$ cat src/rtl/reg_mode_n.sv
// rtl/reg_mode_n.sv - WIDTH-bit register with load, shift, increment, decrement and negate modes
// Carry/overflow flags are registered alongside Q; QBAR and ZERO are decoded from Q.
module reg_mode_n #(
  parameter int               WIDTH     = 32,
  parameter logic [WIDTH-1:0] RESET_VAL = '0
) (
  input  logic             CLK,
  input  logic             RESET,
  input  logic [2:0]       MODE,
  input  logic [WIDTH-1:0] D,
  input  logic             SIN,
  output logic [WIDTH-1:0] Q,
  output logic [WIDTH-1:0] QBAR,
  output logic             CO,
  output logic             OVF,
  output logic             ZERO
);

  localparam logic [2:0] MODE_HOLD = 3'b000;
  localparam logic [2:0] MODE_LOAD = 3'b001;
  localparam logic [2:0] MODE_SHL  = 3'b010;
  localparam logic [2:0] MODE_SRL  = 3'b011;
  localparam logic [2:0] MODE_SRA  = 3'b100;
  localparam logic [2:0] MODE_INC  = 3'b101;
  localparam logic [2:0] MODE_DEC  = 3'b110;
  localparam logic [2:0] MODE_NEG  = 3'b111;

  localparam logic [WIDTH-1:0] MAX_POS  = {1'b0, {(WIDTH-1){1'b1}}};
  localparam logic [WIDTH-1:0] MIN_NEG  = {1'b1, {(WIDTH-1){1'b0}}};
  localparam logic [WIDTH-1:0] ONE      = {{(WIDTH-1){1'b0}}, 1'b1};

  logic [WIDTH-1:0] r_q;
  logic             r_co;
  logic             r_ovf;

  logic [WIDTH-1:0] w_next_q;
  logic             w_next_co;
  logic             w_next_ovf;
  logic             w_q_zero;

  assign w_q_zero = (r_q == '0);

  // Flags are derived from the pre-edge value; wrap cases are detected directly.
  always_comb begin
    w_next_q   = r_q;
    w_next_co  = r_co;
    w_next_ovf = r_ovf;
    case (MODE)
      MODE_HOLD: ;
      MODE_LOAD: begin
        w_next_q   = D;
        w_next_co  = 1'b0;
        w_next_ovf = 1'b0;
      end
      MODE_SHL: begin
        w_next_q   = {r_q[WIDTH-2:0], SIN};
        w_next_co  = r_q[WIDTH-1];
        w_next_ovf = 1'b0;
      end
      MODE_SRL: begin
        w_next_q   = {SIN, r_q[WIDTH-1:1]};
        w_next_co  = r_q[0];
        w_next_ovf = 1'b0;
      end
      MODE_SRA: begin
        w_next_q   = {r_q[WIDTH-1], r_q[WIDTH-1:1]};
        w_next_co  = r_q[0];
        w_next_ovf = 1'b0;
      end
      MODE_INC: begin
        w_next_q   = r_q + ONE;
        w_next_co  = (r_q == '1);
        w_next_ovf = (r_q == MAX_POS);
      end
      MODE_DEC: begin
        w_next_q   = r_q - ONE;
        w_next_co  = w_q_zero;
        w_next_ovf = (r_q == MIN_NEG);
      end
      MODE_NEG: begin
        w_next_q   = ~r_q + ONE;
        w_next_co  = w_q_zero;
        w_next_ovf = (r_q == MIN_NEG);
      end
      default: ;
    endcase
  end

  always_ff @(posedge CLK) begin
    if (!RESET) begin
      r_q   <= RESET_VAL;
      r_co  <= 1'b0;
      r_ovf <= 1'b0;
    end else begin
      r_q   <= w_next_q;
      r_co  <= w_next_co;
      r_ovf <= w_next_ovf;
    end
  end

  assign Q    = r_q;
  assign QBAR = ~r_q;
  assign CO   = r_co;
  assign OVF  = r_ovf;
  assign ZERO = w_q_zero;

endmodule

$ cat config.mk
export PLATFORM = sky130hd
export DESIGN_NAME = reg_mode_n
export DESIGN_NICKNAME = d
export VERILOG_FILES = /design/src/rtl/reg_mode_n.sv
export SDC_FILE = /design/constraint.sdc
export NUM_CORES = 1
export LEC_CHECK = 0
export ABC_CLOCK_PERIOD_IN_PS = 5100
export CAP_MARGIN = 20
export CORE_MARGIN = 2
export CORE_UTILIZATION = 45
export DETAILED_ROUTE_END_ITERATION = 8
export DONT_BUFFER_PORTS = 1
export PLACE_DENSITY = 0.65
export REMOVE_ABC_BUFFERS = 1
export SETUP_SLACK_MARGIN = 0.4
export SYNTH_ARGS = -nofsm -noshare
export SYNTH_HDL_FRONTEND = slang
export SYNTH_SLANG_ARGS = --single-unit
$ cat constraint.sdc
create_clock -name CLK -period 5.1 [get_ports CLK]
set_input_delay 0.765 -clock CLK [delete_from_list [all_inputs] [get_ports CLK]]
set_output_delay 0.765 -clock CLK [all_outputs]
set_load 0.02 [all_outputs]
# --- Word-level counts from Yosys, hierarchy flattened ---
# Index checks and enable logic that the tools add are counted.
word_totals:
  input_bits: 38
  reg_bits: 34
  wordCells: 31
  output_inout_bits: 67
classes:
  mux: 3
  eq_ne: 10
  bitwise: 2
  n_reduce_logical: 9
  addsub: 3
op_table:
  columns: ["cell", "count"]
  rows:
  - ["$pmux W32 S7", 1]
  - ["$add A32 B1 Y32 const B", 2]
  - ["$eq A32 B32 Y1 const B", 2]
  - ["$eq A32 B31 Y1 const B", 1]
  - ["$logic_not A32 Y1", 1]
  - ["$not A32 Y32", 1]
  - ["$sub A32 B1 Y32 const B", 1]
  - ["$eq A3 B3 Y1 const B", 4]
  - ["$reduce_bool A7 Y1", 1]
  - ["$eq A3 B2 Y1 const B", 2]
  - ["$reduce_bool A6 Y1", 1]
  - ["$pmux W1 S5", 1]
  - ["$reduce_bool A5 Y1", 1]
  - ["$reduce_or A2 Y1", 2]
  - ["$reduce_or A4 Y1", 1]
  - ["$eq A3 B1 Y1 const B", 1]
  - ["$pmux W1 S3", 1]
  - ["$reduce_bool A3 Y1", 1]
  - ["$reduce_and A2 Y1", 1]
  - ["$not A1 Y1", 1]

# --- Longest topological paths before layout ---
# Gate-level depths: netlist (run 1).
depth:
  word_depth: 3
  mapped_depth: 10
  mapped_depth_nobuf: 8

# --- Worst setup path before layout (run 1) ---
# No wires, ideal clock.
synth_path:
  kind: "reg-to-output"
  from: "reg r_q[1] (netlist: Q[1])"
  to: "out ZERO"
  required_ns: 4.335
  n_path_buf: 1
  path_slack_ns: 1.810
  arrival_ns: 2.525
  path_stages_with_launch: 8
  path_cell_list: "dfxtp_1 -> clkbuf_1 -> inv_1 -> ha_1 -> nor4b_4 -> nand2_1 -> or3_1 -> nor4_1"
synth_via:
  elab_chain_len: 1
synth_lines:
  columns: ["element", "line_no", "text"]
  rows:
  - ["start, declared", "32", "logic [WIDTH-1:0] r_q;"]
  - ["start signal, assigned", "95", "r_q <= w_next_q;"]
  - ["$logic_not A32 Y1", "41", "assign w_q_zero = (r_q == '0);"]
  - ["end, declared", "16", "output logic ZERO"]
# No other way between the ends.

# --- Final worst setup path (run 1) ---
layout_path:
  from: "reg r_q[0] (netlist: Q[0])"
  to: "out ZERO"
# The elaborated chain is that of the path after synthesis.

==> results of run 1 <==
[cell type report]
type                    count  area, µm²  share of cell area
clock buffers               6      82.58             0.01765
inverters                  37      138.9             0.02969
multi-input cells         538       3538              0.7564
flip-flops and latches     34      680.7              0.1455
well taps                 136      170.2             0.03637
repair buffers              9      67.56             0.01444
[per-layer routing]
metal | vias to the layer above | global-route usage | share of wire
met1 | 2609 | 0.4174 | 0.39
met2 | 436 | 0.5111 | 0.45
li1 | 2419 | - | -
met5 | - | 0 | 0
met4 | 0 | 0.1297 | 0.038
met3 | 69 | 0.08349 | 0.12
[synthesized netlist by cell type (5+ instances only)]
cell	n
o211ai_1	13
a21oi_1	42
nor3_1	31
nand2_1	49
a31oi_1	7
nand4_1	13
buf_1	13
inv_1	33
nand2b_1	11
nor4_1	16
nand3_1	27
xor2_1	9
xnor2_1	42
a22oi_1	15
and3_1	8
mux2i_1	16
a21o_1	6
clkbuf_1	42
o31ai_1	6
a211oi_1	5
o221ai_1	7
buf_2	11
o21ai_0	48
or4_1	11
nor2b_1	5
nor2_1	50
a222oi_1	6
o22ai_1	7
dfxtp_1	34
or3_1	5
[through the flow]
stage,cells,worst slack (ps),hold slack (ps),utilization,area (µm²)
after floorplan,609,1886,613.1,-,4354
after global placement,754,1747,651.3,0.4512,4596
after detailed placement,754,1726,647.0,0.4512,4596
after CTS,760,1404,616.0,0.4593,4678
after global routing,760,1159,624.1,0.4593,4678
final,760,1306,620.3,0.4593,4678
[placed cells by master, fill, tap and decap left out, drive strengths merged, types with 15 or more instances in the layout]
| cell type | n |
|---|---|
| inv | 33 |
| mux2i | 16 |
| dfxtp | 34 |
| nor4 | 18 |
| nand2 | 49 |
| nand3 | 27 |
| a21oi | 42 |
| nor2 | 50 |
| xnor2 | 42 |
| a22oi | 15 |
| nor3 | 33 |
| or4 | 15 |
| o21ai | 50 |
[flip-flops by register name, indices dropped and copies added, names as in the netlist]
name / flops
Q: 32
CO: 1
OVF: 1
[worst max path at each step]
stage / slack, ps / cells after the start / start / to
after floorplan: 1890 / 6 / Q[0] / ZERO
after global placement: 1750 / 7 / MODE[1] / Q[27]
after detailed placement: 1730 / 7 / MODE[1] / Q[27]
after CTS: 1400 / 7 / Q[0] / ZERO
after global routing: 1160 / 7 / Q[0] / ZERO
final: 1310 / 7 / Q[0] / ZERO
[cell families (layout without fill, tap and decap cells)]
family | Yosys count | in the layout | share of synthesized area
multiplexers | 21 | 21 | 0.04717
AO/OA/AOI/OAI | 215 | 215 | 0.3214
flip-flops | 34 | 34 | 0.1458
adder cells (fa/ha/maj) | 3 | 3 | 0.007504
AND/OR/NAND/NOR | 248 | 248 | 0.2854
buffers and inverters | 108 | 52 | 0.09702
XOR/XNOR | 51 | 51 | 0.09569
[where the power goes]
part	leakage [µW]	total (µW)	switching, µW	internal [µW]
Clock	0.0000431	221	116	105
Sequential	0.000282	501	195	305
Combinational	0.00119	566	353	212
Total	0.00152	1290	664	622
==> impl_metrics.ini, run 1 <==
[logic_synthesis]
seq_area_frac_synth = 0.1458
synthesis.yosys.warnings = 0
synth_ff_type = dfxtp_1
synthArstFlopShare = 0
synth-seq-cells = 34
synth_cells = 680
yosys.area.top_type_share = 0.1458
yosysTopAreaCell = dfxtp_1
synth.top_cells.by_area = dfxtp_1 15%, xnor2_1 7.9%, o21ai_0 5.1%, a21oi_1 4.5%, nor2_1 4.0%
syn_avg_cell_area_um2 = 6.865
ys_types = 76
synth.cell_area_um2 = 4668
synth-edff-count = 0

[clock_tree]
ctsResizeCount = 0
clk_path_buf_depth = 2
cts_htree_levels = 2
root_buffer = clkbuf_8
cts_buffers = 5
cts_num_sinks = 34
post_cts_buffers = 0
cts_hold_buf = 0
clkTransAtPathRegs_ps = 70
cts_tree = done
clk_latency_ps = 300

[min_path]
holdPathEnd = Q[8]
hp-class = in2reg
hold-path-cell-count = 1
hp-start = RESET

[sta]
fmax_mhz = 263.6
hold_viol_final = 0
period_minus_slack_ps = 3794
slew_headroom = 0.2605
tns_ps = 0
worst_slew_pin_slew_ps = 1105
fin_skew_ps = 10.18
rsz0062_at_grt = false
setup_violations = 0
drv_slew = 0
period_share = 0.7439

[floorplan]
initial_core_util = 0.4584
fp.dieH_um = 105.9
core_area_um2 = 10180
ioPinCount = 105
std_cell_rows = 37
die_area_um2 = 11200
die_w_um = 105.9

[worst_setup_path]
r2r_slack_ps = 1920
r2r_start = Q[0]
slowest_delay_ps = 490
cp_slowest_cell = dfxtp_1
timing.rr.end = Q[26]
worst-path-max-fanout = 12
critPathKind = reg2out
path_cells = inv_1 > ha_1 > nor4b_4 > nand2_1 > or3_1 > nor4_1 > buf_4
r2r_cells = 8
cp_top_family = simple AND/OR/NAND/NOR gates
cp_data_arrival_time_ps = 3030
start_kind = flop
critical_path_buf_inv_count = 2
required_ps = 4340
endpoint_kind = output port

[final_layout]
final_nets = 665
nFillCells = 1089
syn_to_final_growth_pct = 0.2145
antenna-diode-count = 0
drive_above_1_share = 0.06891

[pwr]
vdd_drop_max_uv = 126.0
power_uw = 1287
p_leak_uw = 0.001519
p_per_area_nw_per_um2 = 275.1

[placement]
dp_hpwl_mm = 12.75
portBuffers = 0
routabilityCongestion = 1.013

[route]
routedWlPerCell_um = 24.67
drt_iter0_drc = 661
vias_per_cell = 7.280
drc = 0
ant_nets = 0
wl_mm = 18.75
drt-pass1-iter-count = 6
vias = 5533

[global_route]
grt_overflow = 0
grt_max_degree = 75
grtUsageTotal = 0.3228
antenna_found_initial = 0
grt_pass1_vias = 5093
grt_pass1_wl_mm = 28.86

[outcome]
status = finished clean

[run]
cap_violations = 0
No activity file was read; power rests on OpenSTA's default activity.
==> run 2: changes to the inputs <==
--- a/config.mk
+++ b/config.mk
@@ -5,13 +5,13 @@
 export SDC_FILE = /design/constraint.sdc
 export NUM_CORES = 1
 export LEC_CHECK = 0
-export ABC_CLOCK_PERIOD_IN_PS = 5100
+export ABC_CLOCK_PERIOD_IN_PS = 3400
 export CAP_MARGIN = 20
 export CORE_MARGIN = 2
 export CORE_UTILIZATION = 45
 export DETAILED_ROUTE_END_ITERATION = 8
 export DONT_BUFFER_PORTS = 1
-export PLACE_DENSITY = 0.65
+export PLACE_DENSITY = 0.67
 export REMOVE_ABC_BUFFERS = 1
 export SETUP_SLACK_MARGIN = 0.4
 export SYNTH_ARGS = -nofsm -noshare
==> constraint.sdc (replaced) <==
create_clock -name CLK -period 3.4 [get_ports CLK]
set_input_delay 0.51 -clock CLK [delete_from_list [all_inputs] [get_ports CLK]]
set_output_delay 0.51 -clock CLK [all_outputs]
set_load 0.02 [all_outputs]
==> impl_metrics.ini, run 2 (synthesized netlist as in run 1, its figures left out) <==
[global_route]
globalRouteMet2Util = 0.5359
grtUsageTotal = 0.3373
antenna_found_initial = 0
grt_max_degree = 75
top_usage_layer = met2
grt_pass1_wl_mm = 29.88
grt_pass1_vias = 5354
met1_usage = 0.4324
grt_overflow = 0
use_met3 = 0.07916

[clock_tree]
cts_tree = done
cts_htree_levels = 2
cts_buffers = 5
clkTransAtPathRegs_ps = 90
cts_hold_buf = 0
clk_latency_ps = 300
cts_num_sinks = 34
root_buffer = clkbuf_8
clk_path_buf_depth = 2

[worst_setup_path]
critical_path_buf_inv_count = 2
start_kind = flop
timing.rr.end = Q[27]
slowest_delay_ps = 460
required_ps = 2890
startpoint = Q[0]
r2r_slack_ps = 590
path_cells = inv_2 > ha_2 > nor4b_4 > nand2_2 > or3_1 > nor4_4 > buf_4
r2r_cells = 7
cp_num_cells = 7
cp_data_arrival_time_ps = 2370
worst-path-max-fanout = 6
r2r_start = Q[4]
endpoint_kind = output port
cp_slowest_cell = or3_1
worstSetupEndpoint = ZERO
critPathKind = reg2out
cp_top_family = simple AND/OR/NAND/NOR gates

[pwr]
p_leak_uw = 0.001718
p_per_area_nw_per_um2 = 421.2
vdd_drop_max_uv = 213.8
comb_power_share = 0.515
p_seq_frac = 0.301
power_uw = 2109
pwr-share-clk = 0.185
p_int_uw = 1058
p_sw_frac = 0.4982
power.switching_uw = 1051

[final_layout]
nFillCells = 1080
final_cell_mix = 50 x nor2_1, 48 x o21ai_0, 48 x nand2_1, 46 x buf_4
antenna-diode-count = 0
final_area_um2 = 5007
final_nets = 702
fin_cells = 799
drive_above_1_share = 0.1327
largest_reg_flops = 32
syn_to_final_growth_pct = 7.263
final_common_cell = nor2_1

[placement]
dp.cells = 789
dpl-instance-area_um2 = 4858
dp_hpwl_mm = 13.63
routabilityCongestion = 0.9702
portBuffers = 0

[sta]
rsz0062_at_grt = false
drv_slew = 0
fin_skew_ps = 8.475
tns_ps = 0
slew_headroom = 0.4970
setup_violations = 0
period_minus_slack_ps = 2878
fmax_mhz = 347.5
worst_slew_pin_slew_ps = 754.5
period_share = 0.8463
hold_viol_final = 0

[route]
ant_nets = 0
vias_per_cell = 7.041
drt_iter0_drc = 682
routedWlPerCell_um = 24.46
drc = 0
vias = 5626
drt-pass1-iter-count = 5
wl_mm = 19.55

[outcome]
status = finished clean

[floorplan]
initial_core_util = 0.4584
die_area_um2 = 11200
core_area_um2 = 10180
die_w_um = 105.9
fp.dieH_um = 105.9
ioPinCount = 105
std_cell_rows = 37

[run]
cap_violations = 0

[min_path]
hp-class = in2reg
run 2: worst min-delay path by stage:
| stage | startpoint | to | slack, ps | depth (start not counted) |
|---|---|---|---|---|
| after CTS | RESET | Q[8] | 360 | 1 |
| after global routing | RESET | Q[8] | 370 | 1 |
| after global placement | OVF | OVF | 660 | 2 |
| final | RESET | Q[8] | 360 | 1 |
| after floorplan | OVF | OVF | 610 | 2 |
| after detailed placement | OVF | OVF | 660 | 2 |
run 2: cell type report:
class                           instances  area (µm²)  share of cell area
Multi-Input combinational cell        538        3558              0.7106
Tap cell                              136       170.2             0.03398
Sequential cell                        34       680.7              0.1359
Clock buffer                            8       110.1             0.02199
Inverter                               37       142.6             0.02849
Timing Repair Buffer                   46       345.3             0.06897
run 2: through the flow:
step | util | hold WS [ps] | worst slack [ps]
after floorplan | - | 613.1 | 440.8
after global placement | 0.4770 | 657.5 | 560.0
after detailed placement | 0.4770 | 660.3 | 536.0
after CTS | 0.4894 | 357.2 | 405.5
after global routing | 0.4916 | 374.0 | 430.1
final | 0.4916 | 358.0 | 522.4
run 2: layer usage:
metal  part of all wire  vias to the layer above
li1                   -                     2503
met1               0.38                     2606
met2               0.45                      433
met3               0.13                       84
met4              0.043                        0
met5                  0                        -
run 2: power groups by stage:
stage	clock, µW	combinational (µW)	sequential (µW)
2_1_floorplan	0	658	684
3_3_place_gp	0	1030	634
3_5_place_dp	0	1040	638
5_1_grt	398	1160	645
4_1_cts	388	1050	628
6_report	389	1090	634
run 2: repair_timing:
action	CTS	global route
buffers inserted	1	1
endpoints found under the setup margin	1	1
resized for setup	2	5
==> run 3: changes to the inputs <==
--- a/config.mk
+++ b/config.mk
@@ -5,13 +5,13 @@
 export SDC_FILE = /design/constraint.sdc
 export NUM_CORES = 1
 export LEC_CHECK = 0
-export ABC_CLOCK_PERIOD_IN_PS = 3400
+export ABC_CLOCK_PERIOD_IN_PS = 2900
 export CAP_MARGIN = 20
 export CORE_MARGIN = 2
 export CORE_UTILIZATION = 45
 export DETAILED_ROUTE_END_ITERATION = 8
 export DONT_BUFFER_PORTS = 1
-export PLACE_DENSITY = 0.67
+export PLACE_DENSITY = 0.65
 export REMOVE_ABC_BUFFERS = 1
 export SETUP_SLACK_MARGIN = 0.4
 export SYNTH_ARGS = -nofsm -noshare
==> constraint.sdc (replaced) <==
create_clock -name CLK -period 2.9 [get_ports CLK]
set_input_delay 0.435 -clock CLK [delete_from_list [all_inputs] [get_ports CLK]]
set_output_delay 0.435 -clock CLK [all_outputs]
set_load 0.02 [all_outputs]
==> impl_metrics.ini, run 3 (synthesized netlist as in run 1, its figures left out) <==
[clock_tree]
cts_tree = done
clk_path_buf_depth = 2
cts_num_sinks = 34
cts_buffers = 5
clk_latency_ps = 310
root_buffer = clkbuf_8
clkTransAtPathRegs_ps = 90
cts_htree_levels = 2

[sta]
setup_violations = 0
rsz0062_at_grt = true
period_share = 0.8873
tns_ps = 0
slew_headroom = 0.2385
worst_slew_pin_slew_ps = 1142
hold_viol_final = 0
period_minus_slack_ps = 2573
fmax_mhz = 388.6
fin_skew_ps = 9.162
drv_slew = 0

[final_layout]
final_common_cell = buf_4
syn_to_final_growth_pct = 16.32
final_cell_mix = 73 x buf_4, 49 x nor2_1, 47 x o21ai_0, 46 x nand2_1, 42 x a21oi_1
fin_cells = 832
drive_above_1_share = 0.2126
largest_reg_flops = 32
final_nets = 735
antenna-diode-count = 0

[outcome]
status = finished clean

[worst_setup_path]
critPathKind = reg2out
start_kind = flop
critical_path_buf_inv_count = 3
r2r_slack_ps = 380
cp_top_family = simple AND/OR/NAND/NOR gates
cp_slowest_cell = or3_4
required_ps = 2470
path_cells = buf_6 > clkinv_1 > nand4_1 > or3_4 > nor4_4 > buf_4
endpoint_kind = output port
timing.rr.end = Q[25]
slowest_delay_ps = 500
worst-path-max-fanout = 7
r2r_cells = 6
r2r_start = Q[5]
cp_data_arrival_time_ps = 2140

[floorplan]
fp.dieH_um = 105.9
die_area_um2 = 11200
ioPinCount = 105
initial_core_util = 0.4584
die_w_um = 105.9
std_cell_rows = 37
core_area_um2 = 10180

[min_path]
hp-class = in2reg
hold-path-cell-count = 2
holdPathEnd = Q[7]
hp-start = RESET

[route]
vias = 5866
drc = 0
ant_nets = 0
routedWlPerCell_um = 24.46
drt_iter0_drc = 709
wl_mm = 20.35
vias_per_cell = 7.050
drt-pass1-iter-count = 5

[global_route]
grt_pass1_wl_mm = 31.46
grt_max_degree = 75
grt_overflow = 0
grt_pass1_vias = 5601
grtUsageTotal = 0.3531
antenna_found_initial = 0

[pwr]
p_per_area_nw_per_um2 = 480.0
p_leak_uw = 0.001916
vdd_drop_max_uv = 261.5

[run]
cap_violations = 0

[placement]
portBuffers = 0
dp.cells = 815
dp_hpwl_mm = 14.09
routabilityCongestion = 0.9904
-- run 3: layer usage --
| metal | part of all wire | vias up | wire length, µm | global-route usage |
|---|---|---|---|---|
| met5 | 0 | - | 0 | 0 |
| met4 | 0.033 | 0 | 669 | 0.1269 |
| met3 | 0.12 | 64 | 2539 | 0.08349 |
| met2 | 0.45 | 463 | 9256 | 0.5714 |
| met1 | 0.39 | 2777 | 7882 | 0.4572 |
| li1 | - | 2562 | - | - |
-- run 3: power breakdown --
part	switching [µW]	total, µW	internal, µW
registers	145	686	541
logic	935	1510	573
clock network	220	413	193
-- run 3: worst max-delay path by stage --
| stage | start | to | cells past startpoint | slack (ps) |
|---|---|---|---|---|
| after global routing | Q[7] | ZERO | 6 | 310 |
| after CTS | Q[24] | ZERO | 5 | 260 |
| after detailed placement | Q[16] | Q[26] | 7 | 350 |
| final | Q[9] | ZERO | 6 | 330 |
| after global placement | Q[23] | Q[29] | 7 | 390 |
| after floorplan | Q[0] | ZERO | 6 | 20 |
-- run 3: area by class of cell --
cell class,count,area [µm²]
Clock inverter,1,5.005
Sequential cell,34,699.4
Clock buffer,7,86.33
Multi-Input combinational cell,538,3706
Fill cell,1048,4755
Tap cell,136,170.2
Timing Repair Buffer,79,624.3
Inverter,37,138.9
-- run 3: metrics by stage --
stage / setup slack (ps) / area (µm²) / util / hold slack [ps] / total power, µW
finish: 326.8 / 5430 / 0.5332 / 272.8 / 2607
global route: 314.2 / 5430 / 0.5332 / 285.8 / 2729
CTS: 260.8 / 5229 / 0.5134 / 269.7 / 2486
detailed placement: 353.5 / 5066 / 0.4974 / 587.5 / 2051
global placement: 390.3 / 5066 / 0.4974 / 586.0 / 2034
floorplan: 15.85 / 4354 / - / 570.8 / 1574
-- run 3: repair_timing --
action / in CTS / in global routing
setup buffers: 2 / 7
resized for setup: 15 / 38
setup endpoints to repair: 3 / 16
pin swaps: 2 / 12
hold buffers: 0 / 0
cloned: 0 / 0
hold endpoints to repair: 0 / 0
